$ cat config.mk
export PLATFORM = sky130hd
export DESIGN_NAME = fir_addr_gen_mc_flat
export DESIGN_NICKNAME = d
export VERILOG_FILES = /design/src/rtl/fir_addr_gen_mc_pkg.sv /design/src/rtl/fir_addr_gen_mc_if.sv /design/src/rtl/fir_addr_gen_mc_tap_reader.sv /design/src/rtl/fir_addr_gen_mc.sv /design/src/flat_wrapper.sv
export SDC_FILE = /design/constraint.sdc
export NUM_CORES = 1
export LEC_CHECK = 0
export BUFFER_PORTS_ARGS = -buffer_cell sky130_fd_sc_hd__clkbuf_2
export CAP_MARGIN = 10
export CORE_ASPECT_RATIO = 0.7
export CORE_MARGIN = 2
export CORE_UTILIZATION = 55
export CTS_CLUSTER_DIAMETER = 200
export DETAILED_ROUTE_END_ITERATION = 10
export PLACE_DENSITY_LB_ADDON = 0.15
export RECOVER_POWER = 100
export SYNTH_ARGS = -nofsm -noshare
export SYNTH_HDL_FRONTEND = slang
export SYNTH_SLANG_ARGS = --single-unit
$ cat constraint.sdc
create_clock -name clk_b -period 9.9 [get_ports clk_b]
set_clock_uncertainty 0.05 [all_clocks]
set_input_delay 1.485 -clock clk_b [delete_from_list [all_inputs] [get_ports clk_b]]
set_output_delay 1.485 -clock clk_b [all_outputs]
set_load 0.01 [all_outputs]
$ cat src/rtl/fir_addr_gen_mc_pkg.sv
// fir_addr_pkg: shared types, default sizes and limit clamping for the FIR address generator
package fir_addr_pkg;
  localparam int ADDR_W_DEF = 13;
  localparam int NUM_CH_DEF = 2;
  localparam int TAP_W_DEF  = 8;
  typedef enum logic {IDLE, CZYTAJ} rd_state_t;
  function automatic logic [31:0] clamp_limit(input logic [31:0] v, input logic [31:0] depth);
    return (v > depth) ? depth : v;
  endfunction
endpackage

$ cat src/rtl/fir_addr_gen_mc_if.sv
// fir_addr_gen_mc_if: control-FSM/address-generator bus
//   master: control side drives limit, taps, mode, channel and strobes, receives addresses/flags
//   slave : address generator side
interface fir_addr_gen_mc_if #(
  parameter int ADDR_W = 13,
  parameter int NUM_CH = 2,
  parameter int TAP_W  = 8
);
  localparam int CH_W = (NUM_CH > 1) ? $clog2(NUM_CH) : 1;
  logic [ADDR_W:0]          ile_probek;
  logic [TAP_W-1:0]         ile_tapow;
  logic                     tryb_kolowy;
  logic [CH_W-1:0]          kanal;
  logic                     FSM_zapisz_probki;
  logic                     FSM_reset_licznik;
  logic                     FSM_nowa_probka;
  logic                     FSM_start_odczyt;
  logic                     FSM_nastepny_tap;
  logic [CH_W+ADDR_W-1:0]   A_probki_FIR;
  logic [CH_W+ADDR_W-1:0]   A_odczyt_FIR;
  logic                     licznik_full;
  logic                     licznik_wrap;
  logic                     odczyt_aktywny;
  logic                     odczyt_koniec;
  modport master (
    output ile_probek, ile_tapow, tryb_kolowy, kanal, FSM_zapisz_probki, FSM_reset_licznik,
           FSM_nowa_probka, FSM_start_odczyt, FSM_nastepny_tap,
    input  A_probki_FIR, A_odczyt_FIR, licznik_full, licznik_wrap, odczyt_aktywny, odczyt_koniec
  );
  modport slave (
    input  ile_probek, ile_tapow, tryb_kolowy, kanal, FSM_zapisz_probki, FSM_reset_licznik,
           FSM_nowa_probka, FSM_start_odczyt, FSM_nastepny_tap,
    output A_probki_FIR, A_odczyt_FIR, licznik_full, licznik_wrap, odczyt_aktywny, odczyt_koniec
  );
endinterface

$ cat src/rtl/fir_addr_gen_mc_tap_reader.sv
// fir_tap_reader: down-counting tap read pointer FSM feeding the FIR MAC
//   clk_b/rst_n : clock, async active-low reset
//   clr_i       : abort sweep without an end pulse
//   start_i     : start sweep on ch_i from wr_ptr_i with taps_i taps
//   next_i      : advance to the next (older) tap
//   last_i      : effective limit-1, circ_i : circular mode
//   addr_o      : {rd_ch, rd_ptr}, active_o : sweep running, done_o : end pulse
module fir_tap_reader
  import fir_addr_pkg::*;
#(
  parameter int ADDR_W = 13,
  parameter int TAP_W  = 8,
  parameter int CH_W   = 1
) (
  input  logic                   clk_b,
  input  logic                   rst_n,
  input  logic                   clr_i,
  input  logic                   start_i,
  input  logic                   next_i,
  input  logic [TAP_W-1:0]       taps_i,
  input  logic [CH_W-1:0]        ch_i,
  input  logic [ADDR_W-1:0]      wr_ptr_i,
  input  logic [ADDR_W-1:0]      last_i,
  input  logic                   circ_i,
  output logic [CH_W+ADDR_W-1:0] addr_o,
  output logic                   active_o,
  output logic                   done_o
);
  rd_state_t         state_q, state_d;
  logic [CH_W-1:0]   ch_q, ch_d;
  logic [ADDR_W-1:0] ptr_q, ptr_d;
  logic [TAP_W-1:0]  left_q, left_d;
  logic              done_q, done_d;
  always_comb begin
    state_d = state_q;
    ch_d    = ch_q;
    ptr_d   = ptr_q;
    left_d  = left_q;
    done_d  = 1'b0;
    if (clr_i)
      state_d = IDLE;
    else if (state_q == IDLE) begin
      if (start_i && taps_i == '0)
        done_d = 1'b1;
      else if (start_i) begin
        state_d = CZYTAJ;
        ch_d    = ch_i;
        ptr_d   = wr_ptr_i;
        left_d  = taps_i - TAP_W'(1);
      end
    end else if (next_i && left_q == '0) begin
      state_d = IDLE;
      done_d  = 1'b1;
    end else if (next_i) begin
      // below address 0: circular wraps to the top of the buffer, linear sticks at 0
      ptr_d  = (ptr_q != '0) ? ptr_q - ADDR_W'(1) : (circ_i ? last_i : '0);
      left_d = left_q - TAP_W'(1);
    end
  end
  always_ff @(posedge clk_b or negedge rst_n)
    if (!rst_n) begin
      state_q <= IDLE;
      ch_q    <= '0;
      ptr_q   <= '0;
      left_q  <= '0;
      done_q  <= 1'b0;
    end else begin
      state_q <= state_d;
      ch_q    <= ch_d;
      ptr_q   <= ptr_d;
      left_q  <= left_d;
      done_q  <= done_d;
    end
  assign addr_o   = {ch_q, ptr_q};
  assign active_o = (state_q == CZYTAJ);
  assign done_o   = done_q;
endmodule

$ cat src/rtl/fir_addr_gen_mc.sv
// fir_addr_gen_mc: multi-channel FIR sample write-address counters with tap read pointer
//   clk_b : system clock, rst_n : async active-low reset
//   bus   : slave side of fir_addr_gen_mc_if (limit/mode/channel/strobes in, addresses/flags out)
module fir_addr_gen_mc
  import fir_addr_pkg::*;
#(
  parameter int ADDR_W = ADDR_W_DEF,
  parameter int NUM_CH = NUM_CH_DEF,
  parameter int TAP_W  = TAP_W_DEF
) (
  input logic               clk_b,
  input logic               rst_n,
  fir_addr_gen_mc_if.slave  bus
);
  localparam int CH_W = (NUM_CH > 1) ? $clog2(NUM_CH) : 1;
  localparam logic [ADDR_W:0] DEPTH = {1'b1, {ADDR_W{1'b0}}};
  localparam logic [ADDR_W:0] ONE   = 1;
  logic [ADDR_W:0]   limit_q, limit_d, eff_lim, lim_m1;
  logic              tryb_q, tryb_d, wrap_q, wrap_d, zero_lin, cur_full, at_last;
  logic [ADDR_W-1:0] wr_q [NUM_CH];
  logic [ADDR_W-1:0] wr_d [NUM_CH];
  logic [NUM_CH-1:0] full_q, full_d;
  logic [31:0]       clamped;
  // limit 0 means "full" in linear mode but a whole buffer in circular mode
  assign zero_lin = (limit_q == '0) && !tryb_q;
  assign eff_lim  = (limit_q == '0) ? DEPTH : limit_q;
  assign lim_m1   = eff_lim - ONE;
  assign cur_full = full_q[bus.kanal] | zero_lin;
  assign at_last  = ({1'b0, wr_q[bus.kanal]} == lim_m1);
  assign clamped  = clamp_limit(32'(bus.ile_probek), 32'(DEPTH));
  always_comb begin
    wr_d    = wr_q;
    full_d  = full_q;
    wrap_d  = 1'b0;
    limit_d = bus.FSM_zapisz_probki ? (ADDR_W+1)'(clamped) : limit_q;
    tryb_d  = bus.FSM_zapisz_probki ? bus.tryb_kolowy : tryb_q;
    if (bus.FSM_reset_licznik) begin
      for (int i = 0; i < NUM_CH; i++) wr_d[i] = '0;
      full_d = '0;
    end else if (bus.FSM_nowa_probka && (tryb_q || !cur_full)) begin
      if (at_last) begin
        full_d[bus.kanal] = 1'b1;
        wr_d[bus.kanal]   = tryb_q ? '0 : wr_q[bus.kanal];
        wrap_d            = tryb_q;
      end else
        wr_d[bus.kanal] = wr_q[bus.kanal] + ADDR_W'(1);
    end
  end
  always_ff @(posedge clk_b or negedge rst_n)
    if (!rst_n) begin
      for (int i = 0; i < NUM_CH; i++) wr_q[i] <= '0;
      full_q  <= '0;
      wrap_q  <= 1'b0;
      limit_q <= DEPTH;
      tryb_q  <= 1'b0;
    end else begin
      wr_q    <= wr_d;
      full_q  <= full_d;
      wrap_q  <= wrap_d;
      limit_q <= limit_d;
      tryb_q  <= tryb_d;
    end
  fir_tap_reader #(.ADDR_W(ADDR_W), .TAP_W(TAP_W), .CH_W(CH_W)) u_rd (
    .clk_b   (clk_b),
    .rst_n   (rst_n),
    .clr_i   (bus.FSM_reset_licznik),
    .start_i (bus.FSM_start_odczyt),
    .next_i  (bus.FSM_nastepny_tap),
    .taps_i  (bus.ile_tapow),
    .ch_i    (bus.kanal),
    .wr_ptr_i(wr_q[bus.kanal]),
    .last_i  (lim_m1[ADDR_W-1:0]),
    .circ_i  (tryb_q),
    .addr_o  (bus.A_odczyt_FIR),
    .active_o(bus.odczyt_aktywny),
    .done_o  (bus.odczyt_koniec)
  );
  assign bus.A_probki_FIR = {bus.kanal, wr_q[bus.kanal]};
  assign bus.licznik_full = cur_full;
  assign bus.licznik_wrap = wrap_q;
endmodule
$ cat src/flat_wrapper.sv
// flat-port wrapper written by rule: the top's interface ports become plain ports
module fir_addr_gen_mc_flat import fir_addr_pkg::*;
#(
  parameter int ADDR_W = ADDR_W_DEF,
  parameter int NUM_CH = NUM_CH_DEF,
  parameter int TAP_W  = TAP_W_DEF
)
  (clk_b, rst_n, bus_ile_probek, bus_ile_tapow, bus_tryb_kolowy, bus_kanal, bus_FSM_zapisz_probki, bus_FSM_reset_licznik, bus_FSM_nowa_probka, bus_FSM_start_odczyt, bus_FSM_nastepny_tap, bus_A_probki_FIR, bus_A_odczyt_FIR, bus_licznik_full, bus_licznik_wrap, bus_odczyt_aktywny, bus_odczyt_koniec);
  fir_addr_gen_mc_if #(.ADDR_W(ADDR_W), .NUM_CH(NUM_CH), .TAP_W(TAP_W)) bus_i ();
  input logic clk_b;
  input logic rst_n;
  input wire logic [$bits(bus_i.ile_probek)-1:0] bus_ile_probek;
  input wire logic [$bits(bus_i.ile_tapow)-1:0] bus_ile_tapow;
  input wire logic [$bits(bus_i.tryb_kolowy)-1:0] bus_tryb_kolowy;
  input wire logic [$bits(bus_i.kanal)-1:0] bus_kanal;
  input wire logic [$bits(bus_i.FSM_zapisz_probki)-1:0] bus_FSM_zapisz_probki;
  input wire logic [$bits(bus_i.FSM_reset_licznik)-1:0] bus_FSM_reset_licznik;
  input wire logic [$bits(bus_i.FSM_nowa_probka)-1:0] bus_FSM_nowa_probka;
  input wire logic [$bits(bus_i.FSM_start_odczyt)-1:0] bus_FSM_start_odczyt;
  input wire logic [$bits(bus_i.FSM_nastepny_tap)-1:0] bus_FSM_nastepny_tap;
  output wire logic [$bits(bus_i.A_probki_FIR)-1:0] bus_A_probki_FIR;
  output wire logic [$bits(bus_i.A_odczyt_FIR)-1:0] bus_A_odczyt_FIR;
  output wire logic [$bits(bus_i.licznik_full)-1:0] bus_licznik_full;
  output wire logic [$bits(bus_i.licznik_wrap)-1:0] bus_licznik_wrap;
  output wire logic [$bits(bus_i.odczyt_aktywny)-1:0] bus_odczyt_aktywny;
  output wire logic [$bits(bus_i.odczyt_koniec)-1:0] bus_odczyt_koniec;
  assign bus_i.ile_probek = bus_ile_probek;
  assign bus_i.ile_tapow = bus_ile_tapow;
  assign bus_i.tryb_kolowy = bus_tryb_kolowy;
  assign bus_i.kanal = bus_kanal;
  assign bus_i.FSM_zapisz_probki = bus_FSM_zapisz_probki;
  assign bus_i.FSM_reset_licznik = bus_FSM_reset_licznik;
  assign bus_i.FSM_nowa_probka = bus_FSM_nowa_probka;
  assign bus_i.FSM_start_odczyt = bus_FSM_start_odczyt;
  assign bus_i.FSM_nastepny_tap = bus_FSM_nastepny_tap;
  assign bus_A_probki_FIR = bus_i.A_probki_FIR;
  assign bus_A_odczyt_FIR = bus_i.A_odczyt_FIR;
  assign bus_licznik_full = bus_i.licznik_full;
  assign bus_licznik_wrap = bus_i.licznik_wrap;
  assign bus_odczyt_aktywny = bus_i.odczyt_aktywny;
  assign bus_odczyt_koniec = bus_i.odczyt_koniec;
  fir_addr_gen_mc #(.ADDR_W(ADDR_W), .NUM_CH(NUM_CH), .TAP_W(TAP_W)) u_core (.clk_b(clk_b), .rst_n(rst_n), .bus(bus_i));
endmodule
==> results of run 1 <==
-- per-stage QoR --
step	worst slack (ns)	std cells
after floorplan	5.60	585
after global placement	4.68	735
after detailed placement	4.60	735
after CTS	4.93	750
after global routing	3.52	751
final	3.73	751
-- worst paths after layout --
path | start | cells past startpoint | to
max | bus_kanal | 10 | u_core.wr_q[22]$_DFFE_PN0P_
min | u_core.wr_q[14]$_DFFE_PN0P_ | 2 | u_core.wr_q[14]$_DFFE_PN0P_
max reg2reg | u_core.limit_q[0]$_DFFE_PN0P_ | 10 | u_core.wr_q[22]$_DFFE_PN0P_
min reg2reg | u_core.wr_q[14]$_DFFE_PN0P_ | 2 | u_core.wr_q[14]$_DFFE_PN0P_
max in group asynchronous | rst_n | 2 | u_core.u_rd.active_o$_DFF_PN0_
min in group asynchronous | rst_n | 2 | u_core.limit_q[5]$_DFFE_PN0P_
-- layout make-up --
type                            count  area share
Clock buffer                       13      0.0457
Clock inverter                      2     0.00640
Inverter                           25      0.0171
Multi-Input combinational cell    452       0.534
Sequential cell                    68       0.311
Tap cell                          120      0.0274
Timing Repair Buffer               71      0.0585
-- report_power, final --
group / internal [mW] / switching, mW
Clock: 0.200 / 0.116
Combinational: 0.106 / 0.156
Sequential: 0.312 / 0.0476
Total: 0.618 / 0.319
-- state kept, by name, indices dropped and copies added (netlist names) --
register                 flops
u_core.bus.licznik_wrap      1
u_core.full_q                2
u_core.limit_q              14
u_core.tryb_q                1
u_core.u_rd.active_o         1
u_core.u_rd.ch_q             1
u_core.u_rd.done_o           1
u_core.u_rd.left_q           8
u_core.u_rd.ptr_q           13
u_core.wr_q                 26
-- per-layer routing --
metal  wire length, um  GRT usage  up-vias
li1                  -          -     2260
met1              6730      0.471     2368
met2              6400      0.446      236
met3              1220     0.0715       27
met4               200     0.0813        0
met5                 0          0        -
-- synthesized netlist by cell type (3+ instances only) --
cell and count:
a211oi_1 4, a21oi_1 29, a221o_1 12, a22o_1 10, a22oi_1 11, and2_1 5
and3_1 5, buf_2 9, buf_4 4, clkbuf_1 23, dfrtp_1 67, ha_1 5
inv_1 23, mux2_2 4, mux2i_1 18, nand2_1 56, nand2b_1 4, nand3_1 14
nand3b_1 4, nand4_1 9, nand4b_1 3, nor2_1 42, nor2b_1 9, nor3_1 38
nor3b_1 4, nor4_1 14, o2111ai_1 3, o211ai_1 13, o21a_1 3, o21ai_0 37
o221ai_1 5, o22ai_1 11, o31ai_1 3, or3_1 7, xnor2_1 21, xor2_1 10
-- worst register-to-register path, delay by kind of cell, from the launching register on --
| family | cells | cell delay, ns |
|---|---|---|
| buf+inv | 1 | 0.17 |
| simple gates | 7 | 3.31 |
| compound gates | 1 | 0.32 |
| fa+ha+maj | 1 | 0.25 |
| flops | 1 | 0.48 |
-- cells by family (layout without fill, tap and decap cells) --
kind of cell,Yosys count,count (layout)
flops,68,68
fa+ha+maj,5,5
compound gates,159,159
buf+inv,65,111
mux,24,24
simple gates,232,232
xor+xnor,32,32
==> load_flow_metrics.sql, run 1 <==
INSERT INTO impl_metrics (metric_group, metric, value, unit) VALUES
('finish', 'final_layout_size_suffix_gt1_frac', '0.105', ''),
('place', 'detailedPlacementHpwl', '10300', 'um'),
('run_status', 'outcome', 'finished with violations', ''),
('synthesis', 'synth_xor_xnor_area_share', '0.0597', ''),
('floorplanning', 'fp.dieArea', '9740', 'um^2'),
('finish', 'final-seq-area', '1700', 'um^2'),
('synthesis', 'synth_top_family_by_area', 'simple AND/OR/NAND/NOR gates', ''),
('floorplanning', 'floorplan.die.height', '83.2', 'um'),
('timing', 'max_freq', '162', 'MHz'),
('synthesis', 'postSynthAreaPerCell', '8.42', 'um^2'),
('power_and_ir_drop', 'ir_worst_vdd', '0.000122', 'V'),
('cts', 'htree_levels', '3', ''),
('cts', 'tritoncts_num_sinks', '68', ''),
('timing', 'period_minus_slack', '6.17', 'ns'),
('synthesis', 'synth-seq-cells', '68', ''),
('critical_path', 'cp_top_family', 'simple AND/OR/NAND/NOR gates', ''),
('synthesis', 'syn_area', '4920', 'um^2'),
('detailed_routing', 'via_count', '4891', ''),
('finish', 'n_antenna_cell', '0', ''),
('timing', 'slew-limit-headroom', '-1.52', ''),
('synthesis', 'synth-warning-count', '0', ''),
('timing', 'setup-violations-final', '0', ''),
('floorplanning', 'floorplan.io_pins', '63', ''),
('finish', 'final_net_count', '663', ''),
('detailed_routing', 'route.final.wire_length', '14600', 'um'),
('global_routing', 'grt_util_all_layers', '0.311', ''),
('finish', 'layout_commonest_cell', 'dfrtp_1', ''),
('synthesis', 'ys_types', '71', ''),
('global_routing', 'total_grt_overflow', '0', ''),
('finish', 'final_area', '5480', 'um^2'),
('run_status', 'violations', 'max-capacitance violations, max-slew violations', ''),
('place', 'gpl.final_weighted_congestion', '1.08', ''),
('synthesis', 'async_reset_ff_frac', '1.00', ''),
('job', 'maxCapViolCount', '3', ''),
('power_and_ir_drop', 'power_leakage', '2.33', 'nW'),
('cts', 'worst_setup_hold_path_clk_slew', '0.05', 'ns'),
('cts', 'cts.path.max_buffers', '2', ''),
('detailed_routing', 'drt_drc_violations_left', '0', ''),
('finish', 'multi_input_area', '2920', 'um^2'),
('worst_hold_path', 'hp-class', 'reg2reg', ''),
('cts', 'cts_root_buf', 'clkbuf_16', ''),
('timing', 'fin_tns_setup', '0', 'ns'),
('timing', 'timing_max_transition_violations_final', '129', ''),
('synthesis', 'synth_simple_gate_area_share', '0.253', ''),
('power_and_ir_drop', 'power_density', '171', 'nW/um^2'),
('global_routing', 'first_global_vias', '4625', ''),
('floorplanning', 'floorplan_die_width', '117', 'um'),
('detailed_routing', 'detail_route.first_pass.iterations', '5', ''),
('critical_path', 'timing.critical_path.to_type', 'flip-flop', ''),
('synthesis', 'synth_edf_count', '0', ''),
('critical_path', 'timing.setup.critical_path_class', 'in2reg', ''),
('cts', 'clock_latency', '0.33', 'ns'),
('floorplanning', 'rows', '28', ''),
('critical_path', 'regToRegSetupSlack', '5.24', 'ns'),
('detailed_routing', 'post_route_antenna_net_violation_count', '0', ''),
('detailed_routing', 'detailed_route_vias_per_instance', '6.51', ''),
('cts', 'tritoncts.num_buffers', '9', ''),
('timing', 'measured_slew_at_the_worst_slew_check_pin', '3.78', 'ns'),
('critical_path', 'worst-endpoint-required', '10.11', 'ns'),
('critical_path', 'critPathMaxFanout', '20', ''),
('critical_path', 'crit_path_cell_trace', 'clkbuf_1, mux2i_1, inv_1, a21oi_1, o21ai_0, nand2_1, or4_1, nor4b_1, nor3b_1, a221o_1', ''),
('finish', 'finish.utilization', '0.638', ''),
('floorplanning', 'core_area', '8580', 'um^2'),
('finish', 'mostFrequentLayoutCells', 'dfrtp_1 (67), nand2_1 (56), nor2_1 (42)', ''),
('cts', 'number_of_gates_resized_after_cts', '0', ''),
('detailed_routing', 'iteration_0_drc_count_of_the_detailed_router', '420', ''),
('synthesis', 'synth_top_area_share', '0.341', ''),
('synthesis', 'synth_seq_area_share', '0.346', ''),
('synthesis', 'synth-compound-area-share', '0.221', ''),
('critical_path', 'worstPathArrival', '6.38', 'ns'),
('power_and_ir_drop', 'report.power.total', '938', 'uW');
Note: power is estimated with default switching activity, not from simulation.
==> inputs of run 2 (changes only) <==
--- a/config.mk
+++ b/config.mk
@@ -9,7 +9,7 @@
 export CAP_MARGIN = 10
 export CORE_ASPECT_RATIO = 0.7
 export CORE_MARGIN = 2
-export CORE_UTILIZATION = 55
+export CORE_UTILIZATION = 53
 export CTS_CLUSTER_DIAMETER = 200
 export DETAILED_ROUTE_END_ITERATION = 10
 export PLACE_DENSITY_LB_ADDON = 0.15
==> constraint.sdc (replaced) <==
create_clock -name clk_b -period 5.3 [get_ports clk_b]
set_clock_uncertainty 0.05 [all_clocks]
set_input_delay 0.795 -clock clk_b [delete_from_list [all_inputs] [get_ports clk_b]]
set_output_delay 0.795 -clock clk_b [all_outputs]
set_load 0.01 [all_outputs]
==> run 2 against run 1 <==
  * The flow still finishes with violations (max-capacitance violations, max-slew violations)
  * Non-clock buffer count grew 2
  * Register-to-register slack got worse by 4.4 ns
  * Hold slack improved by 0.0068 ns
  * Via count increased by 0.41%
==> load_flow_metrics.sql, run 2 (same netlist as run 1, synthesis figures left out) <==
INSERT INTO impl_metrics (metric_group, metric, value, unit) VALUES
('run_status', 'outcome', 'finished with violations', ''),
('run_status', 'violations', 'max-capacitance violations, max-slew violations', ''),
('floorplanning', 'effective_utilization_at_floorplan', '0.545', ''),
('floorplanning', 'floorplan_die_width', '119', 'um'),
('finish', 'n_antenna_cell', '0', ''),
('place', 'place.detailed.instances', '742', ''),
('cts', 'number_of_gates_resized_after_cts', '0', ''),
('timing', 'period_minus_slack', '4.44', 'ns'),
('finish', 'multi_input_area', '2920', 'um^2'),
('detailed_routing', 'route.final.wire_length', '15000', 'um'),
('power_and_ir_drop', 'power_leakage', '2.32', 'nW'),
('global_routing', 'grt_util_all_layers', '0.306', ''),
('global_routing', 'global_route.usage.met2', '0.448', ''),
('place', 'pre_cts_ws', '0.707', 'ns'),
('finish', 'final_area', '5470', 'um^2'),
('detailed_routing', 'post_route_antenna_net_violation_count', '0', ''),
('global_routing', 'first_global_vias', '4602', ''),
('job', 'maxCapViolCount', '3', ''),
('finish', 'largest-register', 'u_core.wr_q', ''),
('timing', 'timing_max_transition_violations_final', '130', ''),
('finish', 'final-seq-area', '1700', 'um^2'),
('cts', 'cts_setup_buffers', '0', ''),
('cts', 'worst_setup_hold_path_clk_slew', '0.06', 'ns'),
('finish', 'final_layout_size_suffix_gt1_frac', '0.112', ''),
('detailed_routing', 'via_count', '4911', ''),
('floorplanning', 'floorplan.io_pins', '63', ''),
('detailed_routing', 'drt_drc_violations_left', '0', ''),
('cts', 'cts.hold.buffers_added', '0', ''),
('cts', 'tritoncts_clock_tree', 'yes', ''),
('floorplanning', 'fp.dieArea', '10100', 'um^2'),
('cts', 'tritoncts_num_sinks', '68', ''),
('place', 'detailedPlacementHpwl', '10800', 'um'),
('timing', 'hold_viol', '0', ''),
('place', 'gpl.final_weighted_congestion', '0.949', ''),
('critical_path', 'worst-endpoint-required', '5.47', 'ns'),
('finish', 'fillCellCount', '844', ''),
('timing', 'fin_tns_setup', '0', 'ns'),
('timing', 'timing.final.crit_share', '0.838', ''),
('critical_path', 'timing.critical_path.to_type', 'flip-flop', ''),
('detailed_routing', 'detailed_route_vias_per_instance', '6.48', ''),
('timing', 'measured_slew_at_the_worst_slew_check_pin', '3.76', 'ns'),
('critical_path', 'worstPathArrival', '4.61', 'ns'),
('global_routing', 'total_grt_overflow', '0', ''),
('timing', 'rsz0062_at_grt', 'no', ''),
('finish', 'largest_register_ffs', '26', ''),
('timing', 'setup-violations-final', '0', ''),
('floorplanning', 'core_area', '9030', 'um^2'),
('detailed_routing', 'iteration_0_drc_count_of_the_detailed_router', '472', ''),
('timing', 'postLayoutSetupSlackWorst', '0.856', 'ns'),
('cts', 'clock_latency', '0.34', 'ns'),
('global_routing', 'global_route.usage.met3', '0.0829', ''),
('global_routing', 'grt_antenna_before_repair', '0', ''),
('power_and_ir_drop', 'ir_worst_vdd', '0.000158', 'V'),
('finish', 'fin_cells', '758', ''),
('timing', 'max_freq', '225', 'MHz'),
('detailed_routing', 'wl_per_cell', '19.8', 'um'),
('cts', 'tritoncts.num_buffers', '9', ''),
('place', 'number_of_input_and_output_port_buffers_inserted', '62', ''),
('finish', 'layout_commonest_cell', 'dfrtp_1', ''),
('power_and_ir_drop', 'report.power.total', '1.72', 'mW'),
('global_routing', 'grt_start_max_net_pins', '69', ''),
('floorplanning', 'rows', '29', ''),
('cts', 'cts.path.max_buffers', '2', ''),
('cts', 'htree_levels', '3', ''),
('worst_hold_path', 'hp-class', 'reg2reg', ''),
('critical_path', 'critical_path_start_type', 'flip-flop', ''),
('power_and_ir_drop', 'power_density', '315', 'nW/um^2'),
('critical_path', 'critPathMaxFanout', '20', ''),
('critical_path', 'timing.setup.critical_path_class', 'reg2reg', ''),
('cts', 'cts_root_buf', 'clkbuf_16', ''),
('finish', 'final_net_count', '665', ''),
('timing', 'slew-limit-headroom', '-1.51', ''),
('finish', 'reg_top3', 'u_core.wr_q (26), u_core.limit_q (14), u_core.u_rd.ptr_q (13)', ''),
('floorplanning', 'floorplan.die.height', '84.6', 'um'),
('place', 'dpl_cell_area', '5290', 'um^2'),
('global_routing', 'grt_most_used_layer', 'met2', ''),
('finish', 'layout-area-overhead-vs-synth', '11.1', '%'),
('global_routing', 'global_route.usage.met1', '0.446', ''),
('finish', 'mostFrequentLayoutCells', 'dfrtp_1 (67), nand2_1 (56), nor2_1 (42)', ''),
('global_routing', 'grt_first_pass_wirelength', '24300', 'um'),
('detailed_routing', 'detail_route.first_pass.iterations', '5', '');
## run 2: cell types whose count changed in the layout (fill, tap and decap cells not counted), sizes merged
cell      change
clkinvlp      +2
clkinv        +1
clkbuf        +3
buf           -2
bufinv        -1
## run 2: area by class of cell
type                            instances  area share
Clock inverter                          4     0.00457
Multi-Input combinational cell        452       0.534
Inverter                               25      0.0172
Timing Repair Buffer                   73      0.0597
Tap cell                              124      0.0284
Clock buffer                           12      0.0450
Sequential cell                        68       0.311
## run 2: worst max-delay path: stages, from the launching register on
cell and delay, ns:
dfrtp_1 0.48, inv_1 0.19, ha_1 0.21, nor2b_1 0.19
nand4_1 0.63, a2111oi_2 0.61, xnor3_1 0.37, nor4_1 0.43
and3_1 0.75, nor3_1 0.11, a221o_1 0.30
## run 2: metrics by stage
| stage | utilization | hold slack, ns |
|---|---|---|
| final | 0.606 | 0.455 |
| after global routing | 0.606 | 0.476 |
| after detailed placement | 0.586 | 0.436 |
| after global placement | 0.586 | 0.425 |
| after CTS | 0.616 | 0.455 |
| after floorplan | - | 0.399 |
## run 2: worst paths after layout
kind                            cells after the start                               end  slack, ns                     startpoint
worst min register to register                      2        u_core.wr_q[6]$_DFFE_PN0P_       0.46     u_core.wr_q[6]$_DFFE_PN0P_
worst max-delay path                               10       u_core.wr_q[19]$_DFFE_PN0P_       0.86  u_core.limit_q[0]$_DFFE_PN0P_
min in group asynchronous                           2    u_core.limit_q[12]$_DFFE_PN0P_       1.78                          rst_n
worst min-delay path                                2        u_core.wr_q[6]$_DFFE_PN0P_       0.46     u_core.wr_q[6]$_DFFE_PN0P_
max in group asynchronous                           2  u_core.u_rd.ptr_q[6]$_DFFE_PN0P_       1.25                          rst_n
worst max register to register                     10       u_core.wr_q[19]$_DFFE_PN0P_       0.86  u_core.limit_q[0]$_DFFE_PN0P_
## run 2: layer usage
layer | up-vias | part of all wire
met4 | 0 | 0.015
li1 | 2267 | -
met2 | 238 | 0.43
met3 | 21 | 0.093
met1 | 2385 | 0.46
met5 | - | 0
## run 2: power by group
part / leakage [nW] / switching (mW) / internal, mW
clock: 0.129 / 0.231 / 0.328
combinational: 1.30 / 0.294 / 0.197
sequential: 0.897 / 0.0908 / 0.583
total: 2.32 / 0.615 / 1.11
